===== config.mk =====
export PLATFORM = sky130hd
export DESIGN_NAME = seq111_scan_ctrl
export DESIGN_NICKNAME = d
export VERILOG_FILES = /design/src/rtl/seq111_scan_ctrl.sv
export SDC_FILE = /design/constraint.sdc
export NUM_CORES = 1
export LEC_CHECK = 0
export ABC_AREA = 1
export CAP_MARGIN = 20
export CORE_MARGIN = 8
export CORE_UTILIZATION = 49
export DETAILED_ROUTE_END_ITERATION = 8
export GPL_TIMING_DRIVEN = 0
export PLACE_DENSITY = 0.77
export SKIP_LAST_GASP = 1
export SLEW_MARGIN = 20
export SYNTH_ARGS = -nofsm -noshare
export SYNTH_HDL_FRONTEND = slang
export SYNTH_SLANG_ARGS = --single-unit

===== constraint.sdc =====
create_clock -name clk -period 1.4 [get_ports clk]
set_input_delay 0.28 -clock clk [delete_from_list [all_inputs] [get_ports clk]]
set_output_delay 0.28 -clock clk [all_outputs]
set_load 0.01 [all_outputs]

===== src/rtl/seq111_scan_ctrl.sv =====
// Feeds an accepted W-bit word MSB-first into a 111 Moore detector and returns the per-word detection count.
// Word latency W+1 cycles to cnt_valid; din_ready only in IDLE, and DONE holds everything until cnt_ready.
module seq111_scan_ctrl #(
  parameter int W  = 8,
  parameter int CW = 4
) (
  input  logic          clk,
  input  logic          rst,
  input  logic [W-1:0]  din,
  input  logic          din_valid,
  output logic          din_ready,
  input  logic          carry,
  output logic [CW-1:0] cnt,
  output logic          cnt_valid,
  input  logic          cnt_ready,
  output logic          z,
  output logic [1:0]    det_state,
  output logic          busy
);

  localparam int BW = (W > 1) ? $clog2(W) : 1;

  typedef enum logic [1:0] {IDLE, SHIFT, DONE} ctrl_t;
  typedef enum logic [1:0] {S0 = 2'b00, S1 = 2'b01, S2 = 2'b10, S3 = 2'b11} det_t;

  ctrl_t          state;
  det_t           det;
  det_t           det_nxt;
  logic [W-1:0]   sreg;
  logic [BW-1:0]  bit_idx;

  // Next detector state for the bit currently at the shift register MSB.
  always_comb begin
    det_nxt = S0;
    if (sreg[W-1]) begin
      case (det)
        S0:      det_nxt = S1;
        S1:      det_nxt = S2;
        S2:      det_nxt = S3;
        default: det_nxt = S1;
      endcase
    end
  end

  always_ff @(posedge clk or negedge rst) begin
    if (!rst) begin
      state   <= IDLE;
      det     <= S0;
      z       <= 1'b0;
      sreg    <= '0;
      bit_idx <= '0;
      cnt     <= '0;
    end else begin
      case (state)
        IDLE: begin
          if (din_valid) begin
            sreg    <= din;
            bit_idx <= '0;
            cnt     <= '0;
            if (!carry) begin
              det <= S0;
              z   <= 1'b0;
            end
            state <= SHIFT;
          end
        end
        SHIFT: begin
          det     <= det_nxt;
          z       <= (det_nxt == S3);
          if ((det_nxt == S3) && (cnt != '1))
            cnt <= cnt + 1'b1;
          sreg    <= {sreg[W-2:0], 1'b0};
          bit_idx <= bit_idx + 1'b1;
          if (bit_idx == BW'(W - 1))
            state <= DONE;
        end
        DONE: begin
          if (cnt_ready)
            state <= IDLE;
        end
        default: state <= IDLE;
      endcase
    end
  end

  assign din_ready = (state == IDLE);
  assign cnt_valid = (state == DONE);
  assign busy      = (state != IDLE);
  assign det_state = det;

endmodule


==> out/qor.csv <==
stage;metric;value;unit
clock_network;H-tree Lvls;1;
power;Peak VDD IR;1.133;mV
logic_synthesis;post-synthesis instance total;124;
power;logic gate share of total power;0.579;
clock_network;Clock Latency Late Sink;300;ps
drt;DRT Pass-1 Iters;4;
sta;Max Clock Skew;8.742;ps
sta;Fin. Hold Viols;0;
drt;# DRC;0;
global_route;largest net degree at the start of global routing;21;
sta;Slew headroom;0.3900;
critical_path;worst reg2reg path depth;7;
cells_and_area;nets@finish;179;
sta;max-slew violation count;0;
logic_synthesis;post-synthesis sequential area ratio;0.4635;
place;pre-CTS WS;-78.70;ps
cells_and_area;fillers;178;
floorplanning;die width;62.94;microns
place;Placed Cells;174;
cells_and_area;Final Instance Area;1449;sq um
place;hpwl dp;1664;microns
clock_network;Hold Buf Count CTS;0;
sta;RSZ-0062 raised after global routing;true;
cells_and_area;share of layout cells above drive strength 1;0.2500;
power;Sw Share;0.4203;
logic_synthesis;top cell type's share of synthesized area;0.4635;
sta;final setup violation count;2;
clock_network;CTS max path bufs;2;
critical_path;R2R Path Start;state[0];
power;Tot Pwr;3.049;mW
place;buffers added on ports;22;
sta;Achievable Freq;698.5;MHz
critical_path;element type at the critical path end;primary output;
cells_and_area;Layout area overhead;34.18;%
power;clock power share;0.110;
logic_synthesis;Post-Syn Area;1080;sq um
critical_path;critical path class;reg2out;
min_path;Hold Crit Class;in2async;
critical_path;beginning of the critical path;state[0];
cells_and_area;Cell Count, Final, Fillers Out;188;
global_route;GR Overflow Total;0;
critical_path;internal reg-to-reg setup slack;50;ps
global_route;first-pass GRT wire length;4022;microns
sta;final worst path period share;1.023;
sta;Slew @ Worst Pin;912.2;ps
logic_synthesis;post-synth cell types;19;
power;internal power consumption;1.768;mW
global_route;antenna violations before repair;0;
drt;Avg WL per Cell;12.27;microns
status;failing checks;setup timing;
power;P_leak;0.7473;nW
global_route;GRT Util Overall;0.1216;
place;Placer Congestion;0.7667;
drt;DRT iter0 DRCs;18;
clock_network;Worst-path clk slew;120;ps
logic_synthesis;syn_nets;142;
drt;total wire length;2306;microns
critical_path;Crit path arrival time;1150;ps
logic_synthesis;Synth warnings;0;
power;Psw;1.282;mW
logic_synthesis;Area contributors post-synth;dfrtp_1 (46%), nand2_1 (14%), ha_1 (5.8%);
critical_path;R2R Path End;sreg[6];
critical_path;Critical Path Fanout Max;3;
status;status;finished, violations left;
sta;Final min period;1432;ps
drt;DR vias/cell;4.878;
logic_synthesis;Synth Area per Inst;8.708;sq um
power;power per cell area;2104;nW/um^2
critical_path;CP Data Required Time;1120;ps
floorplanning;Site Rows;17;
floorplanning;CORE AREA;2148;sq um
clock_network;CTS sink cnt;20;
logic_synthesis;Yosys reg bits;20;
cells_and_area;Post-Route Utilization;0.6744;
power;Seq pwr share;0.311;
clock_network;number of buffers created by CTS;3;
global_route;vias in the first global route;945;
place;DP Area;1335;sq um
cells_and_area;final antenna diode count;0;
clock_network;root buf cell;clkbuf_4;
drt;vias;917;
critical_path;Worst Setup EP;din_ready;
floorplanning;Ports;23;
floorplanning;die area;3961;sq um
clock_network;CTS tree;built;
run;Max Cap Viol;0;
drt;DRT antenna net count;0;
floorplanning;Die H;62.94;microns
sta;Worst Slack Setup Final;-31.70;ps
floorplanning;Initial Util;0.5026;
critical_path;Worst Setup Start Kind;register;
logic_synthesis;area leader, netlist;dfrtp_1;
-- routing by layer --
layer / up-vias / global-route usage / routed length, microns
li1: 465 / - / -
met1: 432 / 0.1346 / 1020
met2: 18 / 0.2100 / 1152
met3: 2 / 0.04122 / 115
met4: 0 / 0.04274 / 19
met5: - / 0 / 0
-- power by group through the flow --
stage	combinational, mW	clock [mW]	sequential [mW]
finish	1.77	0.336	0.948
global route	1.96	0.369	0.970
CTS	1.72	0.351	0.947
detailed placement	1.56	0	1.02
global placement	1.53	0	1.00
floorplan	1.08	0	1.01
-- how the worst min path moves through the flow --
stage	startpoint	to	slack [ps]	cells past startpoint
after floorplan	rst	bit_idx[0]	-20	0
after global placement	bit_idx[2]	bit_idx[2]	460	2
after detailed placement	z	z	470	2
after CTS	rst	cnt[2]	500	1
after global routing	bit_idx[0]	bit_idx[0]	520	1
final	rst	cnt[2]	480	1
-- logic make-up (layout without fill, tap and decap cells) --
group           count (synthesis)  count (layout)  share of synthesized area
compound gates                 20              20                     0.1298
xor+xnor                        1               1                   0.008113
buf+inv                        17              53                    0.08111
flops                          20              20                     0.4635
fa+ha+maj                       5               5                    0.05794
simple gates                   61              61                     0.2596
-- critical path: stages (launching register included) --
cell and delay, ps:
dfrtp_2 430, buf_6 120, nor2_4 90, buf_6 120, buf_6 90
-- registers in the layout (all words and copies together) (netlist names) --
register,flops
z,1
cnt,4
sreg,8
bit_idx,3
det_state,2
state,2
-- cell usage in the layout, fill, tap and decap left out --
master and count:
inv_1 14, dfrtp_1 18, xnor2_1 1, dlygate4sd2_1 7, dfrtp_2 2, buf_4 8
o21ai_2 7, nand2_4 4, clkbuf_4 3, o31ai_1 1, nor2_2 1, nor2_1 7
nand2_1 38, inv_2 1, o211ai_2 1, clkbuf_8 1, ha_1 5, buf_6 4
nor2_4 2, o21ai_0 8, buf_12 1, buf_2 2, a21oi_2 1, nand2_2 2
nand3_1 7, o21ai_1 2, clkdlybuf4s50_1 12
-- area by class of cell --
type,count,area [sq um],share of cell area
sequential,20,503.0,0.3471
multi-input combinational,87,501.7,0.3463
timing repair buffer,32,285.3,0.1969
inverter,15,56.30,0.03886
clock buffer,4,36.28,0.02504
tap,28,35.03,0.02418
buffer,2,31.28,0.02159
-- Yosys cell counts --
master    instances
nand2_4           3
o211ai_2          1
o31ai_1           1
inv_2             1
nor2_4            2
xnor2_1           1
nor2_1            8
o21ai_0           8
o21ai_2           7
dfrtp_1          20
buf_12            1
nand2_1          39
o21ai_1           2
nand2_2           2
ha_1              5
inv_1            14
buf_6             1
nand3_1           7
a21oi_2           1
-- timing repair --
action                                  in CTS  in global routing
pin swaps                                    1                  4
endpoints found under the setup margin      10                  6
buffers inserted                             9                  1
resized for setup                           21                  6
-- metrics by stage --
step	setup TNS [ps]	hold WS (ps)
floorplan	0	-15.59
global placement	-757.1	461.6
detailed placement	-754.4	472.4
CTS	-137.5	495.6
global route	-191.2	522.2
finish	-48.84	478.1
No activity file was read; power rests on OpenSTA's default activity.
